<file path="src/rtl/spi_pkg.sv">
// Shared encodings and sizing helpers for the oversampled SPI slave.
package spi_pkg;

  // SPI mode encoding, {cpol, cpha}
  localparam logic [1:0] MODE0 = 2'b00;
  localparam logic [1:0] MODE1 = 2'b01;
  localparam logic [1:0] MODE2 = 2'b10;
  localparam logic [1:0] MODE3 = 2'b11;

  typedef enum logic {
    ST_IDLE   = 1'b0,
    ST_ACTIVE = 1'b1
  } state_e;

  // Width of a counter that must hold 0..dw
  function automatic int bit_cnt_w(input int dw);
    return $clog2(dw + 1);
  endfunction

endpackage

</file>
<file path="src/rtl/spi_sync_edge.sv">
// Multi-flop synchronizer for an asynchronous pin, followed by a one-flop
// edge detector producing single-cycle rise/fall pulses.
module spi_sync_edge #(
  parameter int STAGES  = 2,
  parameter bit RST_VAL = 1'b0
) (
  input  logic clk,
  input  logic rst,
  input  logic d_i,
  output logic rise_o,
  output logic fall_o
);

  logic [STAGES-1:0] sync_q;
  logic              prev_q;
  logic              lvl;

  // Synchronizer chain plus the previous-level flop for edge detection
  always_ff @(posedge clk or posedge rst) begin
    if (rst) begin
      sync_q <= {STAGES{RST_VAL}};
      prev_q <= RST_VAL;
    end else begin
      sync_q <= {sync_q[STAGES-2:0], d_i};
      prev_q <= sync_q[STAGES-1];
    end
  end

  assign lvl    = sync_q[STAGES-1];
  assign rise_o = lvl & ~prev_q;
  assign fall_o = ~lvl & prev_q;

endmodule

</file>
<file path="src/rtl/spi_slave_sync.sv">
// SPI slave running entirely on the system clock. sclk/cs_n/mosi are
// oversampled; all four CPOL/CPHA modes are selected at cs_n assertion.
// TX and RX words move through valid/ready handshakes with status pulses
// for underrun, overrun and truncated frames.
module spi_slave_sync
  import spi_pkg::*;
#(
  parameter int DATA_WIDTH  = 8,
  parameter bit MSB_FIRST   = 1'b1,
  parameter int SYNC_STAGES = 2,
  parameter bit TX_IDLE_BIT = 1'b1
) (
  input  logic                  clk,
  input  logic                  rst,
  input  logic                  sclk,
  input  logic                  cs_n,
  input  logic                  mosi,
  input  logic                  cpol,
  input  logic                  cpha,
  output logic                  miso,
  output logic                  miso_oe,
  input  logic [DATA_WIDTH-1:0] tx_data,
  input  logic                  tx_valid,
  output logic                  tx_ready,
  output logic [DATA_WIDTH-1:0] rx_data,
  output logic                  rx_valid,
  input  logic                  rx_ready,
  output logic                  tx_underrun,
  output logic                  rx_overrun,
  output logic                  frame_err,
  output logic                  busy
);

  localparam int                    CW        = bit_cnt_w(DATA_WIDTH);
  localparam logic [CW-1:0]         LAST_BIT  = CW'(DATA_WIDTH - 1);
  localparam logic [DATA_WIDTH-1:0] IDLE_WORD = {DATA_WIDTH{TX_IDLE_BIT}};

  // Synchronized events
  logic sclk_rise, sclk_fall, cs_rise, cs_fall;
  logic [SYNC_STAGES-1:0] mosi_sync_q;
  logic                   mosi_s;

  // State
  state_e                state_q;
  logic                  cpol_q, cpha_q;
  logic [CW-1:0]         bit_cnt_q;
  logic [DATA_WIDTH-1:0] tx_sr_q;
  logic [DATA_WIDTH-2:0] rx_sr_q;   // only the partial bits of a word
  logic [DATA_WIDTH-1:0] rx_data_q;
  logic                  rx_valid_q;
  logic                  miso_q, miso_oe_q;
  logic                  tx_ready_q, tx_underrun_q, rx_overrun_q, frame_err_q;

  // Next-state / decode
  logic                  sample_ev, shift_ev;
  logic                  active, load_now, shift_now, sample_now, word_done;
  logic [DATA_WIDTH-1:0] tx_src, tx_sr_d;
  logic                  miso_d;
  logic [DATA_WIDTH-1:0] rx_word;
  logic                  rx_accept;

  spi_sync_edge #(.STAGES(SYNC_STAGES), .RST_VAL(1'b0)) u_sclk_sync (
    .clk    (clk),
    .rst    (rst),
    .d_i    (sclk),
    .rise_o (sclk_rise),
    .fall_o (sclk_fall)
  );

  // cs_n resets to its inactive level so reset release never fakes a select
  spi_sync_edge #(.STAGES(SYNC_STAGES), .RST_VAL(1'b1)) u_cs_sync (
    .clk    (clk),
    .rst    (rst),
    .d_i    (cs_n),
    .rise_o (cs_rise),
    .fall_o (cs_fall)
  );

  // mosi only needs its level; matching depth keeps it aligned with sclk edges
  always_ff @(posedge clk or posedge rst) begin
    if (rst) mosi_sync_q <= '0;
    else     mosi_sync_q <= {mosi_sync_q[SYNC_STAGES-2:0], mosi};
  end
  assign mosi_s = mosi_sync_q[SYNC_STAGES-1];

  // Map raw sclk edges onto sample/shift edges for the latched mode
  always_comb begin
    sample_ev = 1'b0;
    shift_ev  = 1'b0;
    case ({cpol_q, cpha_q})
      MODE0, MODE3: begin sample_ev = sclk_rise; shift_ev = sclk_fall; end
      MODE1, MODE2: begin sample_ev = sclk_fall; shift_ev = sclk_rise; end
      default: ;
    endcase
  end

  // Qualify events; a cs_n rise masks any coincident sclk edge
  always_comb begin
    active     = (state_q == ST_ACTIVE) && !cs_rise;
    load_now   = ((state_q == ST_IDLE) && cs_fall && !cpha) ||
                 (active && shift_ev && (bit_cnt_q == '0));
    shift_now  = active && shift_ev && (bit_cnt_q != '0);
    sample_now = active && sample_ev;
    word_done  = sample_now && (bit_cnt_q == LAST_BIT);
    rx_accept  = !rx_valid_q || rx_ready;
  end

  // TX path: a load feeds the fresh word through the same bit-pick as a shift
  always_comb begin
    tx_src  = load_now ? (tx_valid ? tx_data : IDLE_WORD) : tx_sr_q;
    miso_d  = MSB_FIRST ? tx_src[DATA_WIDTH-1] : tx_src[0];
    tx_sr_d = MSB_FIRST ? (tx_src << 1) : (tx_src >> 1);
    rx_word = MSB_FIRST ? {rx_sr_q, mosi_s} : {mosi_s, rx_sr_q};
  end

  // Transaction FSM with registered outputs and datapath
  always_ff @(posedge clk or posedge rst) begin
    if (rst) begin
      state_q       <= ST_IDLE;
      cpol_q        <= 1'b0;
      cpha_q        <= 1'b0;
      bit_cnt_q     <= '0;
      tx_sr_q       <= '0;
      rx_sr_q       <= '0;
      rx_data_q     <= '0;
      rx_valid_q    <= 1'b0;
      miso_q        <= TX_IDLE_BIT;
      miso_oe_q     <= 1'b0;
      tx_ready_q    <= 1'b0;
      tx_underrun_q <= 1'b0;
      rx_overrun_q  <= 1'b0;
      frame_err_q   <= 1'b0;
    end else begin
      tx_ready_q    <= 1'b0;
      tx_underrun_q <= 1'b0;
      rx_overrun_q  <= 1'b0;
      frame_err_q   <= 1'b0;

      if (load_now || shift_now) begin
        miso_q  <= miso_d;
        tx_sr_q <= tx_sr_d;
      end
      if (load_now) begin
        tx_ready_q    <= tx_valid;
        tx_underrun_q <= !tx_valid;
      end

      if (sample_now) begin
        rx_sr_q   <= MSB_FIRST ? rx_word[DATA_WIDTH-2:0] : rx_word[DATA_WIDTH-1:1];
        bit_cnt_q <= word_done ? '0 : bit_cnt_q + 1'b1;
      end

      // Accept clears first so a same-cycle completion reloads without overrun
      if (rx_valid_q && rx_ready) rx_valid_q <= 1'b0;
      if (word_done) begin
        if (rx_accept) begin
          rx_data_q  <= rx_word;
          rx_valid_q <= 1'b1;
        end else begin
          rx_overrun_q <= 1'b1;
        end
      end

      case (state_q)
        ST_IDLE: begin
          if (cs_fall) begin
            state_q   <= ST_ACTIVE;
            cpol_q    <= cpol;
            cpha_q    <= cpha;
            bit_cnt_q <= '0;
            miso_oe_q <= 1'b1;
          end
        end
        ST_ACTIVE: begin
          if (cs_rise) begin
            state_q     <= ST_IDLE;
            miso_oe_q   <= 1'b0;
            bit_cnt_q   <= '0;
            rx_sr_q     <= '0;
            frame_err_q <= (bit_cnt_q != '0);
          end
        end
      endcase
    end
  end

  assign miso        = miso_q;
  assign miso_oe     = miso_oe_q;
  assign tx_ready    = tx_ready_q;
  assign tx_underrun = tx_underrun_q;
  assign rx_overrun  = rx_overrun_q;
  assign frame_err   = frame_err_q;
  assign rx_data     = rx_data_q;
  assign rx_valid    = rx_valid_q;
  assign busy        = (state_q == ST_ACTIVE);

endmodule
</file>
<file path="config.mk">
export PLATFORM = sky130hd
export DESIGN_NAME = spi_slave_sync
export DESIGN_NICKNAME = d
export VERILOG_FILES = /design/src/rtl/spi_pkg.sv /design/src/rtl/spi_sync_edge.sv /design/src/rtl/spi_slave_sync.sv
export SDC_FILE = /design/constraint.sdc
export NUM_CORES = 1
export LEC_CHECK = 0
export BUFFER_PORTS_ARGS = -buffer_cell sky130_fd_sc_hd__buf_2
export CORE_MARGIN = 3
export CORE_UTILIZATION = 52
export CTS_BUF_LIST = sky130_fd_sc_hd__clkbuf_8
export CTS_CLUSTER_SIZE = 10
export DETAILED_ROUTE_END_ITERATION = 6
export PLACE_DENSITY_LB_ADDON = 0.2
export SLEW_MARGIN = 25
export SYNTH_ARGS = -nofsm -noshare
export SYNTH_HDL_FRONTEND = slang
export SYNTH_HIERARCHICAL = 1
export SYNTH_SLANG_ARGS = --single-unit
</file>
<file path="constraint.sdc">
create_clock -name clk -period 1.83 [get_ports clk]
set_clock_uncertainty 0.1 [all_clocks]
set_input_delay 0.366 -clock clk [delete_from_list [all_inputs] [get_ports clk]]
set_output_delay 0.366 -clock clk [all_outputs]
set_load 0.02 [all_outputs]
</file>
==> impl_metrics.env, run 1 <==
export IMPL_status="complete, but fails checks"
export IMPL_violations="setup timing"
export IMPL_p_int_mw=1.80
export IMPL_synthArstFlopShare_pct=100
export IMPL_syn_area_per_cell_um2=11.2
export IMPL_dpl_cell_area_um2=2230
export IMPL_start_kind="flop"
export IMPL_fp_row_count=21
export IMPL_ir_worst_vdd_v=0.000580
export IMPL_grt_first_pass_wirelength_mm=6.35
export IMPL_synth_top_cell_area_share_pct=52.8
export IMPL_synth_cell_type_count=29
export IMPL_hold_violations=0
export IMPL_hold_path_class="in -> reg"
export IMPL_cts_tree="yes"
export IMPL_p_switching_uw=754
export IMPL_port_buffers=32
export IMPL_place_detailed_hpwl_mm=2.65
export IMPL_yosysMostFrequentCell="dfrtp_1"
export IMPL_core_area_um2=3420
export IMPL_p_per_area_nw_per_um2=1040
export IMPL_start_util_pct=55.5
export IMPL_finalCritPeriodShare_pct=105
export IMPL_grt_antenna_before_repair=0
export IMPL_max_cap_violations=0
export IMPL_first_pass_iters=4
export IMPL_worstReg2RegStart="u_cs_sync/sync_q[1]$_DFF_PP1_"
export IMPL_r2r_end="rx_data[2]$_DFFE_PP0P_"
export IMPL_reg2reg_depth=5
export IMPL_area_growth_pct=29.7
export IMPL_slew_violations=0
export IMPL_clk_pin_slew_ps=70
export IMPL_drt_iter0_drc=126
export IMPL_crit_required_ps=1900
export IMPL_synth_area_um2=1900
export IMPL_wl_per_cell_um=14.5
export IMPL_maxSlewHeadroom_pct=68.0
export IMPL_vias_per_cell=5.19
export IMPL_end_kind="flop"
export IMPL_setup_worst_path_end="rx_data[2]$_DFFE_PP0P_"
export IMPL_grt_pass1_vias=1363
export IMPL_yosys_area_top_type="dfrtp_1"
export IMPL_grt_setup_unrepaired="true"
export IMPL_die_y_um=66.4
export IMPL_clock_latency_ps=290
export IMPL_grt_max_degree=39
export IMPL_yosys_top_cells_count="40 x dfrtp_1, 30 x nand2_1, 15 x inv_1"
export IMPL_cts_buffers_inserted=5
export IMPL_gp_congestion=0.783
export IMPL_drive_gt1_share_pct=38.6
export IMPL_ys_ff_latch=44
export IMPL_setup_ws_ps=-88.3
export IMPL_synth_edf_count=0
export IMPL_grt_total_usage_pct=19.3
export IMPL_drc=0
export IMPL_drtAntennaViolNets=0
export IMPL_min_period_ps=1920
export IMPL_synth_ff_type="dfrtp_1"
export IMPL_comb_power_share_pct=26.1
export IMPL_cts_root_buffer="clkbuf_8"
export IMPL_clock_sinks=44
export IMPL_dieArea_um2=4410
export IMPL_cts_max_level=2
export IMPL_cp_arrival_ps=1990
export IMPL_r2r_setup_slack_ps=-90
export IMPL_fin_area_um2=2460
export IMPL_fmax_mhz=521
export IMPL_fin_setup_tns_ps=-849
export IMPL_power_leakage_nw=1.27
export IMPL_die_w_um=66.4
export IMPL_synth_warnings=6
export IMPL_critPathMaxFanout=8
export IMPL_wirelength_mm=3.90
export IMPL_vias=1396
export IMPL_critical_path_class="reg -> reg"
export IMPL_synthCells=169
export IMPL_crit_start="u_cs_sync/sync_q[1]$_DFF_PP1_"
export IMPL_tightest_slew_ps=480
export IMPL_yosysSeqAreaShare_pct=58.3
export IMPL_switching_share_pct=29.5
export IMPL_setup_violations_final=16
export IMPL_ys_top_cells_by_area="dfrtp_1 53%, nand2_1 5.9%, dfstp_2 5.5%"
export IMPL_io_pins=33
export IMPL_finalPower_mw=2.56
export IMPL_syn_nets=188
export IMPL_power_frac_seq_pct=48.7
export IMPL_nets=241
export IMPL_diodes=0
export IMPL_clockBufferDepth=2
export IMPL_grt_overflow_total=0
export IMPL_clkPwrFrac_pct=25.3
## layout by cell type, fill, tap and decap left out, types with 4 or more instances in the layout
cell	instances
a21oi_1	9
a32oi_1	7
buf_2	32
buf_4	14
clkbuf_8	7
dfrtp_1	40
dfstp_2	4
inv_1	16
mux2_4	9
mux2i_1	8
nand2_1	30
nor2_1	4
or3_1	7
## layer usage
layer	part of all wire, %	GRT usage, %	vias to the layer above	wire length (µm)
met5	0	0	-	0
met4	0.67	6.85	0	26
met1	47	26.0	680	1830
li1	-	-	680	-
met3	3.8	4.25	2	149
met2	48	30.7	34	1890
## worst min path at each step
| stage | start | to | slack (ps) | cells after the start |
|---|---|---|---|---|
| after global routing | cs_n | u_cs_sync/sync_q[0]$_DFF_PP1_ | 70 | 1 |
| after CTS | cs_n | u_cs_sync/sync_q[0]$_DFF_PP1_ | 70 | 1 |
| final | cs_n | u_cs_sync/sync_q[0]$_DFF_PP1_ | 80 | 1 |
| after floorplan | rst | u_sclk_sync/prev_q$_DFF_PP0_ | 20 | 1 |
| after detailed placement | rst | u_sclk_sync/sync_q[0]$_DFF_PP0_ | 160 | 2 |
| after global placement | rst | u_sclk_sync/sync_q[0]$_DFF_PP0_ | 150 | 2 |
## power groups by stage
stage | logic, mW | registers [mW] | clock network [mW]
detailed placement | 0.597 | 1.26 | 0
finish | 0.666 | 1.24 | 0.646
global route | 0.735 | 1.26 | 0.691
CTS | 0.648 | 1.24 | 0.663
floorplan | 0.370 | 1.27 | 0
global placement | 0.577 | 1.25 | 0
## sequential cells by signal (all words and copies together) (netlist names), 2 cells and up
signal	cells
mosi_sync_q	2
u_sclk_sync/sync_q	2
rx_data	8
rx_sr_q	7
u_cs_sync/sync_q	2
tx_sr_q	7
bit_cnt_q	4
## logic make-up after synthesis
logic type	Yosys count	share of synthesized area, %
fa+ha+maj	2	1.32
mux	19	11.3
xor+xnor	1	0.858
compound gates	22	7.72
simple gates	61	16.4
flops	44	58.3
buf+inv	20	4.03
## critical path, stage by stage (launching register included)
cell and delay, ps:
dfstp_2 540, nor2b_4 140, and3b_2 230, mux2_4 290, nand3_4 180, mux2_4 320
## what timing repair did
item | 4_1_cts | 5_1_grt
hold buffers | 1 | 0
endpoints found under the hold margin | 3 | 0
gates cloned | 2 | 0
pin swaps | 2 | 5
gates resized for setup | 15 | 6
setup endpoints to repair | 17 | 22
setup buffers | 3 | 1
## cell type report
class	instances	area, µm²
sequential	44	1110
fill	248	957
multi-input combinational	106	821
timing repair buffer	50	318
clock buffer	7	96.3
tap	46	57.6
inverter	15	56.3
clock inverter	1	3.75
## metrics by stage
step / hold WS [ps] / std cells / util (%) / setup WS, ps
4_1_cts: 66.1 / 269 / 71.8 / -88.1
3_5_place_dp: 163 / 255 / 65.3 / -81.9
5_1_grt: 67.6 / 269 / 72.0 / -134
2_1_floorplan: 19.6 / 169 / - / -32.5
6_report: 76.8 / 269 / 72.0 / -88.3
3_3_place_gp: 151 / 255 / 65.3 / -35.7
No activity file was read; power rests on OpenSTA's default activity.
==> run 2: changes to the inputs <==
- CTS_BUF_LIST: sky130_fd_sc_hd__clkbuf_8 -> sky130_fd_sc_hd__clkbuf_2 sky130_fd_sc_hd__clkbuf_4 sky130_fd_sc_hd__clkbuf_8
==> impl_metrics.env, run 2 (same netlist as run 1, synthesis figures left out) <==
export IMPL_ir_worst_vdd_v=0.000578
export IMPL_path_depth=5
export IMPL_cp_arrival_ps=2050
export IMPL_hold_path_class="in -> reg"
export IMPL_area_growth_pct=28.2
export IMPL_end_kind="flop"
export IMPL_comb_power_share_pct=26.9
export IMPL_final_util_pct=71.1
export IMPL_switching_share_pct=29.9
export IMPL_finalCritPeriodShare_pct=105
export IMPL_wirelength_mm=3.82
export IMPL_fmax_mhz=520
export IMPL_clock_latency_ps=340
export IMPL_first_pass_iters=4
export IMPL_violations="setup timing"
export IMPL_ff_latch_area_um2=1110
export IMPL_cts_buffers_inserted=5
export IMPL_core_area_um2=3420
export IMPL_critical_path_class="reg -> reg"
export IMPL_die_y_um=66.4
export IMPL_fin_area_um2=2430
export IMPL_vias_per_cell=5.23
export IMPL_fill_cells=258
export IMPL_p_per_area_nw_per_um2=995
export IMPL_largest_reg_flops=8
export IMPL_min_period_ps=1920
export IMPL_crit_family="multiplexers"
export IMPL_reg2reg_depth=5
export IMPL_fin_setup_tns_ps=-773
export IMPL_whs_path_depth=1
export IMPL_drtAntennaViolNets=0
export IMPL_diodes=0
export IMPL_wl_per_cell_um=14.2
export IMPL_finalPower_mw=2.42
export IMPL_io_pins=33
export IMPL_hold_violations=0
export IMPL_gp_congestion=0.783
export IMPL_port_buffers=32
export IMPL_p_int_mw=1.70
export IMPL_clockBufferDepth=2
export IMPL_cts_tree="yes"
export IMPL_die_w_um=66.4
export IMPL_dpl_cell_area_um2=2230
export IMPL_start_kind="flop"
export IMPL_final_common_cell="dfrtp_1"
export IMPL_critPathMaxFanout=8
export IMPL_grt_antenna_before_repair=0
export IMPL_most_common_layout_cells="40 x dfrtp_1, 32 x buf_2, 30 x nand2_1"
export IMPL_crit_chain="nor2b_4 > and3b_2 > mux2_4 > nand3_4 > mux2_4"
export IMPL_vias=1407
export IMPL_topRoutingLayerUsed="met4"
export IMPL_slew_violations=0
export IMPL_drc=0
export IMPL_setup_ws_ps=-93.0
export IMPL_start_util_pct=55.5
export IMPL_clock_sinks=44
export IMPL_power_frac_seq_pct=51.3
export IMPL_dieArea_um2=4410
export IMPL_grt_overflow_total=0
export IMPL_wl_met1_mm=1.78
export IMPL_multi_input_area_um2=816
export IMPL_place_detailed_hpwl_mm=2.65
export IMPL_nets=241
export IMPL_clk_pin_slew_ps=110
export IMPL_power_leakage_nw=1.27
export IMPL_clkPwrFrac_pct=21.9
export IMPL_fp_row_count=21
export IMPL_drt_iter0_drc=127
export IMPL_cpMostUsedCell="mux2_4"
export IMPL_slowest_stage="dfstp_2"
export IMPL_p_switching_uw=723
export IMPL_maxSlewHeadroom_pct=68.4
export IMPL_drive_gt1_share_pct=38.6
export IMPL_wl_met3_um=161
export IMPL_grt_pass1_vias=1378
export IMPL_max_cap_violations=0
export IMPL_grt_first_pass_wirelength_mm=6.30
export IMPL_grt_total_usage_pct=19.1
export IMPL_setup_violations_final=15
export IMPL_timing_hold_ws_ps=24.6
export IMPL_tightest_slew_ps=475
export IMPL_status="complete, but fails checks"
export IMPL_cts_max_level=2
export IMPL_cts_root_buffer="clkbuf_4"
export IMPL_dr_wl_met2_mm=1.82
export IMPL_crit_required_ps=1950
export IMPL_grt_max_degree=39
export IMPL_slowest_delay_ps=550
export IMPL_grt_setup_unrepaired="true"
export IMPL_crit_buf_inv=0
-- run 2: cell type report --
cell class	instances	share of cell area, %
inverters	15	2.32
repair buffers	50	13.2
multi-input cells	106	33.6
flip-flops and latches	44	45.5
well taps	46	2.37
clock buffers	8	2.99
-- run 2: final timing paths --
check / from / endpoint / slack, ps
min in group asynchronous: rst / u_sclk_sync/prev_q$_DFF_PP0_ / 350
max: u_cs_sync/sync_q[1]$_DFF_PP1_ / rx_data[2]$_DFFE_PP0P_ / -90
min: cs_n / u_cs_sync/sync_q[0]$_DFF_PP1_ / 20
min reg2reg: u_sclk_sync/sync_q[0]$_DFF_PP0_ / u_sclk_sync/sync_q[1]$_DFF_PP0_ / 260
max in group asynchronous: rst / miso$_DFFE_PP1P_ / 680
max reg2reg: u_cs_sync/sync_q[1]$_DFF_PP1_ / rx_data[2]$_DFFE_PP0P_ / -90
-- run 2: power groups by stage --
stage / logic (mW) / clock network, mW / registers, mW
global route: 0.722 / 0.575 / 1.26
finish: 0.650 / 0.529 / 1.24
floorplan: 0.370 / 0 / 1.27
detailed placement: 0.597 / 0 / 1.26
global placement: 0.577 / 0 / 1.25
CTS: 0.649 / 0.539 / 1.24
-- run 2: routing by layer --
layer,GRT usage [%],vias up
li1,-,678
met5,0,-
met4,6.09,0
met2,30.5,31
met1,25.7,692
met3,4.42,6
-- run 2: per-stage QoR --
stage / cells / setup slack [ps]
CTS: 269 / -93.0
floorplan: 169 / -32.5
finish: 269 / -93.0
global placement: 255 / -35.7
detailed placement: 255 / -81.9
global route: 269 / -141
-- run 2: worst register-to-register path, cell delays in order (launching register included) --
cell and delay [ps]:
dfstp_2 550, nor2b_4 140, and3b_2 230, mux2_4 290, nand3_4 180, mux2_4 320
-- run 2: what timing repair did --
| item | CTS | global route |
|---|---|---|
| buffers inserted | 3 | 1 |
| setup endpoints to repair | 18 | 24 |
| hold buffers | 1 | 0 |
| endpoints found under the hold margin | 6 | 0 |
| gates resized for setup | 17 | 4 |
| gates cloned | 2 | 0 |
| pin swaps | 4 | 4 |
